==> src/rtl/buf_loader_if.sv <==
// Handshake and row-buffer write bus for buf_loader; master = upstream/bench side, slave = buf_loader.
interface buf_loader_if #(
  parameter int x_w   = 9,
  parameter int depth = 8,
  parameter int rows  = 4
);
  localparam int AW = (depth > 1) ? $clog2(depth) : 1;

  logic [x_w-1:0]  data_i;
  logic            v_i;
  logic            ready_o;
  logic [rows-1:0] w_vo;
  logic [AW-1:0]   addr_w_o;
  logic [x_w-1:0]  data_w_o;
  logic [rows-1:0] start_vo;
  logic            busy_o;

  modport master (
    output data_i, v_i,
    input  ready_o, w_vo, addr_w_o, data_w_o, start_vo, busy_o
  );

  modport slave (
    input  data_i, v_i,
    output ready_o, w_vo, addr_w_o, data_w_o, start_vo, busy_o
  );
endinterface

==> src/rtl/buf_loader.sv <==
// Streams beats column-fastest into rows x depth buffers (write one cycle after accept), then issues readout starts and waits depth cycles; ready_o low outside LOAD, upstream holds.
// Optional BUF_LOADER_STAGGER_EN: one start bit per ISSUE cycle (rows cycles) instead of a single all-ones pulse.
module buf_loader #(
  parameter int x_w   = 9,
  parameter int depth = 8,
  parameter int rows  = 4
) (
  input  logic       clk_i,
  input  logic       rst_i,
  buf_loader_if.slave bus
);
  localparam int AW = (depth > 1) ? $clog2(depth) : 1;
  localparam int RW = (rows > 1) ? $clog2(rows) : 1;
  localparam logic [AW-1:0]   COL_LAST = AW'(depth - 1);
  localparam logic [RW-1:0]   ROW_LAST = RW'(rows - 1);
  localparam logic [rows-1:0] ROW0_BIT = rows'(1);

  localparam logic [1:0] LOAD  = 2'd0;
  localparam logic [1:0] FLUSH = 2'd1;
  localparam logic [1:0] ISSUE = 2'd2;
  localparam logic [1:0] DRAIN = 2'd3;

  logic [1:0]      state;
  logic [AW-1:0]   col;
  logic [RW-1:0]   row;
  logic [rows-1:0] w_q;
  logic [AW-1:0]   addr_q;
  logic [x_w-1:0]  data_q;
  logic            accept;

  assign bus.ready_o  = (state == LOAD);
  assign bus.busy_o   = (state != LOAD);
  assign bus.w_vo     = w_q;
  assign bus.addr_w_o = addr_q;
  assign bus.data_w_o = data_q;
  assign accept       = bus.v_i && (state == LOAD);

`ifdef BUF_LOADER_STAGGER_EN
  assign bus.start_vo = (state == ISSUE) ? (ROW0_BIT << row) : '0;
`else
  assign bus.start_vo = (state == ISSUE) ? '1 : '0;
`endif

  // col doubles as the DRAIN cycle counter, row as the staggered ISSUE index;
  // both are zero on entry to those states and left at zero on exit.
  always_ff @(posedge clk_i or negedge rst_i) begin
    if (!rst_i) begin
      state  <= LOAD;
      col    <= '0;
      row    <= '0;
      w_q    <= '0;
      addr_q <= '0;
      data_q <= '0;
    end else begin
      w_q <= '0;
      case (state)
        LOAD: begin
          if (accept) begin
            w_q    <= ROW0_BIT << row;
            addr_q <= col;
            data_q <= bus.data_i;
            if (col == COL_LAST) begin
              col <= '0;
              if (row == ROW_LAST) begin
                row   <= '0;
                state <= FLUSH;
              end else begin
                row <= row + 1'b1;
              end
            end else begin
              col <= col + 1'b1;
            end
          end
        end
        FLUSH: state <= ISSUE;
        ISSUE: begin
`ifdef BUF_LOADER_STAGGER_EN
          if (row == ROW_LAST) begin
            row   <= '0;
            state <= DRAIN;
          end else begin
            row <= row + 1'b1;
          end
`else
          state <= DRAIN;
`endif
        end
        default: begin
          if (col == COL_LAST) begin
            col   <= '0;
            state <= LOAD;
          end else begin
            col <= col + 1'b1;
          end
        end
      endcase
    end
  end
endmodule

==> src/flat_wrapper.sv <==
// flat-port wrapper written by rule: the top's interface ports become plain ports
module buf_loader_flat 
#(
  parameter int x_w   = 9,
  parameter int depth = 8,
  parameter int rows  = 4
)
  (clk_i, rst_i, bus_data_i, bus_v_i, bus_ready_o, bus_w_vo, bus_addr_w_o, bus_data_w_o, bus_start_vo, bus_busy_o);
  buf_loader_if #(.x_w(x_w), .depth(depth), .rows(rows)) bus_i ();
  input  logic clk_i;
  input  logic rst_i;
  input wire logic [$bits(bus_i.data_i)-1:0] bus_data_i;
  input wire logic [$bits(bus_i.v_i)-1:0] bus_v_i;
  output wire logic [$bits(bus_i.ready_o)-1:0] bus_ready_o;
  output wire logic [$bits(bus_i.w_vo)-1:0] bus_w_vo;
  output wire logic [$bits(bus_i.addr_w_o)-1:0] bus_addr_w_o;
  output wire logic [$bits(bus_i.data_w_o)-1:0] bus_data_w_o;
  output wire logic [$bits(bus_i.start_vo)-1:0] bus_start_vo;
  output wire logic [$bits(bus_i.busy_o)-1:0] bus_busy_o;
  assign bus_i.data_i = bus_data_i;
  assign bus_i.v_i = bus_v_i;
  assign bus_ready_o = bus_i.ready_o;
  assign bus_w_vo = bus_i.w_vo;
  assign bus_addr_w_o = bus_i.addr_w_o;
  assign bus_data_w_o = bus_i.data_w_o;
  assign bus_start_vo = bus_i.start_vo;
  assign bus_busy_o = bus_i.busy_o;
  buf_loader #(.x_w(x_w), .depth(depth), .rows(rows)) u_core (.clk_i(clk_i), .rst_i(rst_i), .bus(bus_i));
endmodule
==> config.mk <==
export PLATFORM = sky130hd
export DESIGN_NAME = buf_loader_flat
export DESIGN_NICKNAME = d
export VERILOG_FILES = /design/src/rtl/buf_loader_if.sv /design/src/rtl/buf_loader.sv /design/src/flat_wrapper.sv
export SDC_FILE = /design/constraint.sdc
export NUM_CORES = 1
export LEC_CHECK = 0
export ABC_AREA = 0
export BUFFER_PORTS_ARGS = -buffer_cell sky130_fd_sc_hd__buf_2
export CAP_MARGIN = 20
export CORE_MARGIN = 5
export CORE_UTILIZATION = 40
export CTS_CLUSTER_DIAMETER = 30
export DETAILED_ROUTE_END_ITERATION = 12
export HOLD_SLACK_MARGIN = 0.06
export PLACE_DENSITY = 0.73
export SLEW_MARGIN = 20
export SYNTH_ARGS = -nofsm -noshare
export SYNTH_HDL_FRONTEND = slang
export SYNTH_SLANG_ARGS = --single-unit
==> constraint.sdc <==
create_clock -name clk_i -period 1.4 [get_ports clk_i]
set_input_delay 0.14 -clock clk_i [delete_from_list [all_inputs] [get_ports clk_i]]
set_output_delay 0.14 -clock clk_i [all_outputs]
set_load 0.01 [all_outputs]
==> summary.md <==
| Metric | Value |
|---|---|
| Outcome | `finished, violations left` |
| Core area | `0.00254 mm²` |
| Compound-cell area share of the yosys netlist | `0.0266` |
| Boundary Pins | `34` |
| Max_slew headroom | `0.677` |
| Via count | `790` |
| Setup TNS | `-0.598 ns` |
| Crit-path max cell delay | `0.51 ns` |
| Nets | `158` |
| CTS tree | `yes` |
| Routed Antenna Nets | `0` |
| Fin crit share | `1.07` |
| Synth Cell Area | `0.00108 mm²` |
| Dpl cells | `148` |
| Delay-heaviest family, CP | `simple AND/OR/NAND/NOR gates` |
| Initial core utilization | `0.426` |
| Mux cell area share after synthesis | `0.177` |
| Share of layout cells above drive strength 1 | `0.634` |
| Endpoints failing hold | `0` |
| Post-DP Area | `0.00137 mm²` |
| Post-Route WL | `2090 µm` |
| Fmax | `668 MHz` |
| WL/cell | `12.8 µm` |
| Worst vdd ir | `0.00157 V` |
| I/O Buffers | `33` |
| DRC errors left | `0` |
| Crit path DAT | `1.74 ns` |
| Crit path kind | `flop to flop` |
| Clk root buf | `clkbuf_4` |
| Routability congestion estimate | `0.836` |
| Initial antenna violation count | `0` |
| Library cells used by synthesis | `17` |
| Worst slew pin tran | `0.485 ns` |
| Final instance area | `0.00167 mm²` |
| Post-route setup slack | `-0.0972 ns` |
| Htree depth | `1` |
| Row count | `18` |
| WP buf/inv | `1` |
| Crit path cell chain | `inv_2 -> ha_4 -> nor2b_4 -> or4_1 -> nand3_1` |
| Failing checks | `negative setup slack` |
| Crit end category | `flop` |
| Count of final max-slew check failures | `0` |
| Xor and xnor area share after synthesis | `0` |
| Dpl hpwl | `1500 µm` |
| Vias in the first global route | `768` |
| Gr usage total | `0.115` |
| # diodes | `0` |
| DIE HEIGHT | `62.0 µm` |
| Max Clock Skew | `0.00183 ns` |
| Worst skew pair latency | `0.30 ns` |
| Max FO, Critical Path | `4` |
| Most frequent cells in the layout | `28 x buf_2, 23 x dfrtp_1, 14 x mux2_4` |
| Min-Delay Path Class | `primary input to flop` |
| Clock transition at path regs | `0.12 ns` |
| DRT Pass-1 Iters | `4` |
| CP required | `1.65 ns` |
| Area Overhead vs Synth | `54.2%` |
| Static leakage | `0.848 nW` |
| Critical Path Start Type | `flop` |
| GRT overflow | `0` |
| Adder-Cell Fraction of Synth Area | `0.127` |
| DIE AREA | `0.00385 mm²` |
| Minimum clock period | `1.50 ns` |
| Syn Nets | `104` |
| Unrepaired setup endpoints after global routing | `yes` |
| Overall power | `3.87 mW` |
| Clock buffer depth | `2` |
| Vias per inst | `4.82` |
| Met2 Resource Use GR | `0.191` |
| Pwr dens | `2310 mW/mm²` |
| CTS sink count | `23` |
| # Max-Cap Violations | `0` |
| CP max-delay cell | `or4_1` |
| Die width | `62.0 µm` |
| Largest net degree at the start of global routing | `24` |
| Grt met1 use | `0.143` |
| Commonest non-fill, non-tap cell in the layout | `buf_2` |
| Simple logic cell fraction of the synthesized area | `0.0866` |
| DRT iter0 DRCs | `17` |
| Final setup viols | `15` |
| Num CTS Buffers | `3` |
| Global route hottest layer | `met2` |
| Pre-CTS WS | `-0.135 ns` |
| Non-filler cells, final | `164` |
| Post-synthesis sequential area ratio | `0.531` |
| Largest family of logic cells by synthesized area | `multiplexers` |
| Yosys reg bits | `23` |
| First-pass GRT wire length | `3280 µm` |
| Mapped Cells | `81` |
| Total number of yosys warnings | `0` |
| Mapped Avg Cell Area | `13.4 µm²` |
| Met3 Track Usage GR | `0.0289` |
what timing repair did:
action,CTS,global route
gates resized for setup,14,20
setup buffers,2,1
hold endpoints to repair,28,3
pin swaps,3,4
hold buffers,6,3
setup endpoints to repair,24,24
final timing paths:
path	startpoint	endpoint	slack, ns	cells after the start
max	u_core.state[0]$_DFFE_PN0P_	u_core.state[0]$_DFFE_PN0P_	-0.1	5
min	bus_data_i[1]	u_core.bus.data_w_o[1]$_DFFE_PN0P_	0.07	2
max reg2reg	u_core.state[0]$_DFFE_PN0P_	u_core.state[0]$_DFFE_PN0P_	-0.1	5
min reg2reg	u_core.bus.data_w_o[5]$_DFFE_PN0P_	u_core.bus.data_w_o[5]$_DFFE_PN0P_	0.52	1
max in group asynchronous	rst_i	u_core.col[0]$_DFFE_PN0P_	0.76	2
min in group asynchronous	rst_i	u_core.bus.data_w_o[2]$_DFFE_PN0P_	0.31	2
flip-flops by register name, indices dropped and copies added, names as in the netlist:
register / flops
u_core.bus.w_vo: 4
u_core.state: 2
u_core.bus.addr_w_o: 3
u_core.bus.data_w_o: 9
u_core.row: 2
u_core.col: 3
logic make-up after synthesis:
family          after synthesis
flops                        23
mux                          17
simple gates                 16
fa+ha+maj                    11
buf+inv                      10
compound gates                4
cell usage after synthesis:
cell      count  area share
dfrtp_1      23        0.53
mux2_2       17        0.18
ha_1         11        0.13
buf_4         5       0.035
inv_1         5       0.017
and3_2        4       0.028
nor2_1        3       0.010
nand2_1       2      0.0069
nand3_1       2      0.0092
nor3_1        2      0.0092
a211oi_1      1      0.0069
a21o_1        1      0.0069
a32oi_1       1      0.0081
nor2b_2       1      0.0081
o21ai_0       1      0.0046
or2b_2        1      0.0081
or4_1         1      0.0069
layer usage:
metal  vias to the layer above  part of all wire
li1                        383                 -
met5                         -                 0
met3                         2             0.094
met1                       377              0.44
met2                        28              0.46
met4                         0            0.0067
stage by stage:
step	utilization	hold slack (ns)
2_1_floorplan	-	-0.156
5_1_grt	0.656	0.0621
3_3_place_gp	0.538	0.133
4_1_cts	0.604	0.0623
6_report	0.656	0.0684
3_5_place_dp	0.538	0.131
power breakdown:
group	total, mW	switching, mW	internal, mW
clock	0.293	0.182	0.111
combinational	2.40	0.965	1.44
sequential	1.17	0.204	0.966
layout make-up:
class                           instances  area, µm²
Clock buffer                            4       26.3
Fill cell                             181        875
Inverter                                5       18.8
Multi-Input combinational cell         48        624
Sequential cell                        23        576
Tap cell                               30       37.5
Timing Repair Buffer                   54        388
No activity file was read; power rests on OpenSTA's default activity.
